**config.mk**
```make
export PLATFORM = sky130hd
export DESIGN_NAME = voice_scheduler_flat
export DESIGN_NICKNAME = d
export VERILOG_FILES = /design/src/rtl/voice_scheduler_if.sv /design/src/rtl/voice_scheduler.sv /design/src/flat_wrapper.sv
export SDC_FILE = /design/constraint.sdc
export NUM_CORES = 1
export LEC_CHECK = 0
export ABC_AREA = 1
export CAP_MARGIN = 20
export CORE_MARGIN = 2
export CORE_UTILIZATION = 34
export CTS_BUF_LIST = sky130_fd_sc_hd__clkbuf_4 sky130_fd_sc_hd__clkbuf_8
export CTS_CLUSTER_SIZE = 8
export DETAILED_ROUTE_END_ITERATION = 12
export HOLD_SLACK_MARGIN = 0.03
export PLACE_DENSITY = 0.82
export SETUP_SLACK_MARGIN = 0.15
export SYNTH_ARGS = -nofsm -noshare
export SYNTH_HDL_FRONTEND = slang
export SYNTH_SLANG_ARGS = --single-unit
```
**constraint.sdc**
```tcl
create_clock -name clk_i -period 3.22 [get_ports clk_i]
set_input_delay 0.322 -clock clk_i [delete_from_list [all_inputs] [get_ports clk_i]]
set_output_delay 0.322 -clock clk_i [all_outputs]
set_load 0.01 [all_outputs]
```
**src/rtl/voice_scheduler_if.sv**
```systemverilog
// ----------------------------------------------------------------------------
// voice_scheduler_if : scheduler <-> sequential voice generator handshake
// Revision 1.0
// ----------------------------------------------------------------------------
`default_nettype none

interface voice_scheduler_if #(
  parameter int WAVE_W = 10
);
  logic              start_o;
  logic [1:0]        act_voice_o;
  logic [15:0]       freq_word_o;
  logic [11:0]       pw_word_o;
  logic [3:0]        wave_sel_o;
  logic              ready_i;
  logic [WAVE_W-1:0] wave_i;

  modport master (
    output start_o, act_voice_o, freq_word_o, pw_word_o, wave_sel_o,
    input  ready_i, wave_i
  );

  modport slave (
    input  start_o, act_voice_o, freq_word_o, pw_word_o, wave_sel_o,
    output ready_i, wave_i
  );
endinterface

`default_nettype wire

```
**src/rtl/voice_scheduler.sv**
```systemverilog
// ----------------------------------------------------------------------------
// voice_scheduler : walks all voices through the shared generator per tick
// and sums enabled voices into one mix. Optional watchdog: VOICE_SCHED_TIMEOUT_EN
// Revision 1.0
// ----------------------------------------------------------------------------
`default_nettype none

module voice_scheduler #(
  parameter int NUM_VOICES  = 3,
  parameter int WAVE_W      = 10,
  parameter int MIX_W       = 12,
  parameter int TIMEOUT_CYC = 16
) (
  input  logic                      clk_i,
  input  logic                      rst_ni,
  input  logic                      sample_tick_i,
  input  logic [NUM_VOICES-1:0]     voice_en_i,
  input  logic [16*NUM_VOICES-1:0]  freq_words_i,
  input  logic [12*NUM_VOICES-1:0]  pw_words_i,
  input  logic [4*NUM_VOICES-1:0]   wave_sels_i,
  voice_scheduler_if.master         gen,
  output logic [MIX_W-1:0]          mix_o,
  output logic                      mix_valid_o,
  output logic                      busy_o,
  output logic                      overrun_o,
  output logic                      timeout_o
);

  typedef enum logic [1:0] {
    IDLE  = 2'd0,
    ISSUE = 2'd1,
    WAIT  = 2'd2
  } state_e;

  state_e           state_q, state_d;
  logic [1:0]       idx_q, idx_d;
  logic [MIX_W-1:0] acc_q, acc_d;
  logic [MIX_W-1:0] mix_q, mix_d;
  logic             mix_valid_q, mix_valid_d;
  logic             overrun_q, overrun_d;
  logic             timeout_q, timeout_d;

  logic             expired;
  logic             en_sel;
  logic [15:0]      freq_sel;
  logic [11:0]      pw_sel;
  logic [3:0]       wave_sel;
  logic [MIX_W-1:0] contrib;

  // The generator consumes the config combinationally, so it follows idx directly.
  always_comb begin
    freq_sel = freq_words_i[15:0];
    pw_sel   = pw_words_i[11:0];
    wave_sel = wave_sels_i[3:0];
    en_sel   = voice_en_i[0];
    for (int v = 1; v < NUM_VOICES; v++) begin
      if (idx_q == 2'(v)) begin
        freq_sel = freq_words_i[16*v +: 16];
        pw_sel   = pw_words_i[12*v +: 12];
        wave_sel = wave_sels_i[4*v +: 4];
        en_sel   = voice_en_i[v];
      end
    end
  end

`ifdef VOICE_SCHED_TIMEOUT_EN
  localparam int WD_W = $clog2(TIMEOUT_CYC + 1);
  logic [WD_W-1:0] wdog_q, wdog_d;

  // Counter is cleared outside WAIT, so each voice starts a fresh budget.
  always_comb begin
    wdog_d = '0;
    if (state_q == WAIT) wdog_d = wdog_q + 1'b1;
  end

  assign expired = (state_q == WAIT) && !gen.ready_i &&
                   (wdog_q == WD_W'(TIMEOUT_CYC - 1));

  always_ff @(posedge clk_i or negedge rst_ni) begin
    if (!rst_ni) wdog_q <= '0;
    else         wdog_q <= wdog_d;
  end
`else
  assign expired = 1'b0;
`endif

  assign contrib = (gen.ready_i && en_sel) ? MIX_W'(gen.wave_i) : '0;

  always_comb begin
    state_d     = state_q;
    idx_d       = idx_q;
    acc_d       = acc_q;
    mix_d       = mix_q;
    mix_valid_d = 1'b0;
    overrun_d   = sample_tick_i && (state_q != IDLE);
    timeout_d   = expired;
    case (state_q)
      IDLE: begin
        if (sample_tick_i) begin
          idx_d   = 2'd0;
          acc_d   = '0;
          state_d = ISSUE;
        end
      end
      ISSUE: state_d = WAIT;
      WAIT: begin
        if (gen.ready_i || expired) begin
          if (idx_q == 2'(NUM_VOICES - 1)) begin
            mix_d       = acc_q + contrib;
            mix_valid_d = 1'b1;
            state_d     = IDLE;
          end else begin
            acc_d   = acc_q + contrib;
            idx_d   = idx_q + 2'd1;
            state_d = ISSUE;
          end
        end
      end
      default: state_d = IDLE;
    endcase
  end

  always_ff @(posedge clk_i or negedge rst_ni) begin
    if (!rst_ni) begin
      state_q     <= IDLE;
      idx_q       <= 2'd0;
      acc_q       <= '0;
      mix_q       <= '0;
      mix_valid_q <= 1'b0;
      overrun_q   <= 1'b0;
      timeout_q   <= 1'b0;
    end else begin
      state_q     <= state_d;
      idx_q       <= idx_d;
      acc_q       <= acc_d;
      mix_q       <= mix_d;
      mix_valid_q <= mix_valid_d;
      overrun_q   <= overrun_d;
      timeout_q   <= timeout_d;
    end
  end

  assign gen.start_o     = (state_q == ISSUE);
  assign gen.act_voice_o = idx_q;
  assign gen.freq_word_o = freq_sel;
  assign gen.pw_word_o   = pw_sel;
  assign gen.wave_sel_o  = wave_sel;
  assign mix_o           = mix_q;
  assign mix_valid_o     = mix_valid_q;
  assign busy_o          = (state_q != IDLE);
  assign overrun_o       = overrun_q;
  assign timeout_o       = timeout_q;

endmodule

`default_nettype wire

```
**src/flat_wrapper.sv**
```systemverilog
// flat-port wrapper written by rule: the top's interface ports become plain ports
module voice_scheduler_flat 
#(
  parameter int NUM_VOICES  = 3,
  parameter int WAVE_W      = 10,
  parameter int MIX_W       = 12,
  parameter int TIMEOUT_CYC = 16
)
  (clk_i, rst_ni, sample_tick_i, voice_en_i, freq_words_i, pw_words_i, wave_sels_i, mix_o, mix_valid_o, busy_o, overrun_o, timeout_o, gen_start_o, gen_act_voice_o, gen_freq_word_o, gen_pw_word_o, gen_wave_sel_o, gen_ready_i, gen_wave_i);
  voice_scheduler_if #(.WAVE_W(WAVE_W)) gen_i ();
  input  logic clk_i;
  input  logic rst_ni;
  input  logic sample_tick_i;
  input  logic [NUM_VOICES-1:0] voice_en_i;
  input  logic [16*NUM_VOICES-1:0] freq_words_i;
  input  logic [12*NUM_VOICES-1:0] pw_words_i;
  input  logic [4*NUM_VOICES-1:0] wave_sels_i;
  output logic [MIX_W-1:0] mix_o;
  output logic mix_valid_o;
  output logic busy_o;
  output logic overrun_o;
  output logic timeout_o;
  output wire logic [$bits(gen_i.start_o)-1:0] gen_start_o;
  output wire logic [$bits(gen_i.act_voice_o)-1:0] gen_act_voice_o;
  output wire logic [$bits(gen_i.freq_word_o)-1:0] gen_freq_word_o;
  output wire logic [$bits(gen_i.pw_word_o)-1:0] gen_pw_word_o;
  output wire logic [$bits(gen_i.wave_sel_o)-1:0] gen_wave_sel_o;
  input wire logic [$bits(gen_i.ready_i)-1:0] gen_ready_i;
  input wire logic [$bits(gen_i.wave_i)-1:0] gen_wave_i;
  assign gen_start_o = gen_i.start_o;
  assign gen_act_voice_o = gen_i.act_voice_o;
  assign gen_freq_word_o = gen_i.freq_word_o;
  assign gen_pw_word_o = gen_i.pw_word_o;
  assign gen_wave_sel_o = gen_i.wave_sel_o;
  assign gen_i.ready_i = gen_ready_i;
  assign gen_i.wave_i = gen_wave_i;
  voice_scheduler #(.NUM_VOICES(NUM_VOICES), .WAVE_W(WAVE_W), .MIX_W(MIX_W), .TIMEOUT_CYC(TIMEOUT_CYC)) u_core (.clk_i(clk_i), .rst_ni(rst_ni), .sample_tick_i(sample_tick_i), .voice_en_i(voice_en_i), .freq_words_i(freq_words_i), .pw_words_i(pw_words_i), .wave_sels_i(wave_sels_i), .gen(gen_i), .mix_o(mix_o), .mix_valid_o(mix_valid_o), .busy_o(busy_o), .overrun_o(overrun_o), .timeout_o(timeout_o));
endmodule
```
Yosys cells after proc, flatten, opt, wreduce, memory -nomap -nowiden
Cells that the tools add are included.
Storage, ports and cells
  logic and storage cells: 47
  bits in registers: 30
  input bits: 113
  output and inout bits: 51
Cells by class
  eq/ne operators: 7
  reductions and logical operators: 8
  $add $sub $neg: 2
  mux-type cells: 24
Operator list (number)
  $mux 12: 5
  $mux 16: 2
  $pmux 12 s2: 1
  $add 12x12->12: 1
  $mux 10: 1
  $mux 2: 5
  $mux 4: 2
  $mux 1: 6
  $ne 2x2->1 const B: 3
  $pmux 2 s3: 1
  $eq 2x1->1 const B: 2
  $eq 2x2->1 const B: 2
  $pmux 2 s2: 1
  $reduce_and 4->1: 1
  $reduce_bool 2->1: 2
  $reduce_and 3->1: 1
  $add 2x1->2 const B: 1
  $logic_and 1x1->1: 2
  $logic_not 2->1: 1
  $reduce_and 2->1: 1

Logic depth before layout (Yosys ltp)
  depth in word-level cells: 9
  mapped depth: 18
  mapped depth without buffers: 17

Worst setup path after synthesis
Ideal clock, no wire load.
  path type: reg2reg
  start: register u_core.idx_q[1], in the netlist u_core.gen.act_voice_o[1]
  end: register u_core.acc_q[6]
  stages on the path, launching flop included: 16
  path slack: 0.274 ns
  library setup time: 0.118 ns
  data required time: 3.102 ns
  path buffers: 1
  clock period less this slack: 2.946 ns
  arrival time: 2.828 ns
  cells stage by stage: dfrtp_1 -> inv_1 -> ha_1 -> clkbuf_1 -> mux2_2 -> o21ai_2 -> nor2_1 -> ha_1 -> fa_1 -> nand2_1 -> nand3_1 -> nand3_1 -> nand2_1 -> or2_2 -> nand3_1 -> nand2_1
Between the ends
  longest elaborated chain between the ends: 9
  elaborated cells between the ends (all ways): 12
RTL lines
  from (decl): RTL line voice_scheduler.sv:36  | logic [1:0] idx_q, idx_d;
  from (signal assigned): RTL line voice_scheduler.sv:134  | idx_q <= idx_d;
  $eq 2x1->1: RTL line voice_scheduler.sv:57  | if (idx_q == 2'(v)) begin
  $mux 1 (2 in a row): RTL line voice_scheduler.sv:57
  $logic_and 1x1->1: RTL line voice_scheduler.sv:87  | assign contrib = (gen.ready_i && en_sel) ? MIX_W'(gen.wave_i) : '0;
  $mux 10: RTL line voice_scheduler.sv:87
  $add 12x12->12: RTL line voice_scheduler.sv:113  | acc_d = acc_q + contrib;
  $mux 12: RTL line voice_scheduler.sv:108  | if (idx_q == 2'(NUM_VOICES - 1)) begin
  $mux 12: RTL line voice_scheduler.sv:107  | if (gen.ready_i || expired) begin
  $pmux 12 s2: RTL line voice_scheduler.sv:97  | case (state_q)
  to (signal assigned): RTL line voice_scheduler.sv:127  | acc_q <= '0;
  to (signal assigned): RTL line voice_scheduler.sv:135  | acc_q <= acc_d;
  to (decl): RTL line voice_scheduler.sv:37  | logic [MIX_W-1:0] acc_q, acc_d;
Parallel ways exist; a longest one is shown, timed or not. The select of a mux whose other input is x is not followed.
A chain may end at the register's enable or synchronous reset.

Worst setup path after layout
  start: register u_core.idx_q[1], in the netlist u_core.gen.act_voice_o[1]
  end: output port gen_pw_word_o[0]
Between the ends
  longest elaborated chain between the ends: 3
  elaborated cells between the ends (all ways): 4
RTL lines
  $eq 2x1->1: RTL line voice_scheduler.sv:57
  $mux 12: RTL line voice_scheduler.sv:57
  $mux 12 (*): RTL line voice_scheduler.sv:57
  to (decl): RTL line flat_wrapper.sv:26  | output wire logic [$bits(gen_i.pw_word_o)-1:0] gen_pw_word_o;
Every way passes the cells marked *; elsewhere a longest branch is shown, timed or not.

==> flow_summary.rst <==
.. list-table::
   :header-rows: 1

   * - Metric
     - Value
   * - Result of the run
     - complete, no violations
   * - Class of the worst hold path
     - in2async
   * - Antenna violations before repair
     - 0
   * - Layout-stage area growth over the synthesis result
     - 70.7%
   * - Synth cell types
     - 30
   * - Core area
     - just over 0.007 sq mm
   * - Commonest non-fill, non-tap cell in the layout
     - clkdlybuf4s50_1
   * - Quantity of I/O buffers inserted on ports
     - approximately 160
   * - Fin cells
     - approximately 660
   * - Clock sink count
     - 30
   * - Maximum fanout along the worst path
     - 33
   * - Setup violations, final
     - 0
   * - Clock root buffer
     - clkbuf_8
   * - Top-level I/O count
     - 164
   * - Weighted congestion reported at the end of routability-driven placement
     - a little over 0.9
   * - Multiplexer share of the synthesized area
     - 0.00443
   * - H-tree depth
     - 2
   * - Fraction of final layout cells sized beyond drive strength 1
     - 0.0605
   * - Number of vias per cell
     - 4.81
   * - CP endpoint kind
     - output port
   * - N_diodes
     - 0
   * - Placed Instances
     - 654
   * - Worst-case clock skew
     - ~9.6 ps
   * - Via count
     - 3181
   * - Final cycle utilization of the critical path
     - 0.895
   * - Combinational family with the most area after synthesis
     - simple AND/OR/NAND/NOR gates
   * - Residual overflow from global routing
     - 0
   * - Max Cap Viol
     - 0
   * - Final HPWL DP
     - 7.50 mm
   * - Routed WL per cell
     - 14.6 microns
   * - Class of the most critical setup path
     - reg2out
   * - Sequential cell area
     - 751 sq um
   * - Simple-gate portion of the synthesized area
     - 0.344
   * - Count of hold-fix buffers inserted at cts
     - 0
   * - Fmax
     - 347 MHz
   * - Final Max Slew Viols
     - 0
   * - Clock transition at the registers of the reported paths
     - about 60 ps
   * - Mean instance size in the synthesized netlist
     - between 6 and 7 sq um
   * - Post-Route Setup TNS
     - 0 ps
   * - FP Rows
     - 31
   * - Post-synthesis sequential element count
     - 30
   * - Clock insertion delay at the later pin of the skew report
     - about 290 ps
   * - Net count after synthesis
     - 530
   * - Area fraction in compound gates after synthesis
     - 0.177
   * - Clock tree from TritonCTS
     - yes
   * - Static power due to leakage
     - 2.10 nW
   * - Arrival time at the worst endpoint
     - 2560 ps
   * - Crit start category
     - flip-flop
   * - Die span in x
     - 90.5 microns
   * - Starting density of the core
     - 0.351
   * - Pwr per Cell Area
     - about 700 mW/mm^2
   * - Hold Violations, Final
     - 0
   * - Detailed router's first-iteration violation count
     - 128
   * - Commonest cells after routing, fill and taps aside
     - 162 x clkdlybuf4s50_1, 118 x nand2_1, 67 x a21oi_1
   * - Die Y-Extent
     - around 90 microns
   * - Post-DRT Antenna Nets
     - 0
   * - Die Footprint
     - 0.00819 sq mm
   * - Sequential share of the synthesized area
     - 0.295
   * - Pin count of the biggest net entering global routing
     - 34
   * - Post-synthesis adder-cell area fraction
     - 0.0669
   * - Longest Clk Path Bufs
     - 2
   * - WP data required
     - 2900 ps
   * - Final critical-path required period
     - 2880 ps
   * - Via count of the first global-routing pass
     - 3132
   * - Post-synthesis instance area
     - 0.00254 sq mm
   * - Post-CTS setup buffer count
     - 0
   * - Worst voltage drop across the vdd grid
     - 366 uV
   * - Global routing usage summed across all routing layers
     - 0.235
   * - Syn Inst Count
     - a little over 400
   * - Net count of the finished layout
     - 688
   * - Total DRC errors in the routed layout
     - 0
   * - RSZ-0062 raised after global routing
     - false
   * - Fillers
     - 662
   * - Number of CTS-inserted buffers
     - 5
   * - Router iterations before antenna repair
     - 4
   * - Share of the synthesized netlist area taken by xor and xnor gates
     - 0.0138
   * - Yosys warnings
     - 0
   * - Wire length of the first global-routing pass
     - around 16 mm
   * - Multi-input gate area
     - 0.00156 sq mm
   * - Total wire length
     - slightly below 10 mm
cells by family after synthesis:
family / count (synthesis)
buffers and inverters: 61
adders and majority gates: 13
xor gates and xnor gates: 4
muxes: 1
other: 1
and+or+nand+nor: 210
DFF: 30
AOI/OAI and AO/OA: 84
Yosys cell counts (all sizes together):
library cell  count  area, sq um
ha               12          150
dfrtp            30          751
nor3              2         26.3
o21a              1         7.51
conb              1         3.75
mux2              1         11.3
nor2             54          203
nand3            24          125
fa                1         20.0
xor2              4         35.0
buf               4         35.0
or2               2         12.5
clkinv            1         3.75
a21boi            1         7.51
o22ai             1         6.26
o21ai            14         92.6
inv              43          161
nand3b            1         7.51
nand2           123          474
a21oi            67          335
clkbuf           13         48.8
nand4             4         25.0
cell type report:
cell class	count	area share
Inverter	44	0.0381
Sequential cell	30	0.173
Tap cell	99	0.0285
Multi-Input combinational cell	313	0.358
Timing Repair Buffer	168	0.384
Clock buffer	5	0.0159
Clock inverter	2	0.00231
per-stage QoR:
step | power, mW | area (sq um) | utilization | setup WS, ps | hold slack [ps]
final | 3.05 | 4340 | 0.598 | 337 | 419
after global routing | 3.29 | 4340 | 0.598 | 151 | 455
after CTS | 3.05 | 4330 | 0.597 | 285 | 436
after detailed placement | 2.75 | 4250 | 0.586 | 279 | 464
after global placement | 2.72 | 4250 | 0.586 | 409 | 464
after floorplan | 1.65 | 2540 | - | 274 | 26.4
critical path, stage by stage (launching register included):
cell and delay (ps):
dfrtp_1 420, inv_1 90, ha_1 200, buf_4 250, inv_1 80, buf_4 310
nand2_1 90, a21oi_1 230, clkdlybuf4s50_1 580
repair_timing:
| item | 4_1_cts | 5_1_grt |
|---|---|---|
| endpoints found under the setup margin | 0 | 11 |
| endpoints found under the hold margin | 0 | 0 |
| gates resized for setup | 0 | 2 |
power by group:
part           switching (mW)  internal (mW)  total, mW  leakage [nW]
Combinational            1.09           1.07       2.16          1.65
Sequential             0.0967          0.500      0.596         0.406
Clock                   0.147          0.145      0.292        0.0438
sequential cells by signal, indices dropped and copies added (netlist names):
register	cells
u_core.mix_valid_o	1
u_core.mix_o	12
u_core.overrun_o	1
u_core.gen.act_voice_o	2
u_core.acc_q	12
u_core.state_q	2
final timing paths:
check	depth (start not counted)	start	endpoint	slack, ps
worst max-delay path	8	u_core.gen.act_voice_o[1]	gen_pw_word_o[0]	340
worst min register to register	2	u_core.mix_o[5]	u_core.mix_o[5]	480
worst min-delay path	2	rst_ni	u_core.mix_o[8]	420
max in group asynchronous	2	rst_ni	u_core.overrun_o	2520
min in group clk_i	2	u_core.mix_o[5]	u_core.mix_o[5]	480
worst max register to register	14	u_core.gen.act_voice_o[1]	u_core.acc_q[6]	410
routing by layer:
metal | global-route usage | share of wire
met1 | 0.298 | 0.43
met2 | 0.374 | 0.46
met3 | 0.0659 | 0.073
met4 | 0.101 | 0.032
met5 | 0 | 0
No activity file was read; power rests on OpenSTA's default activity.
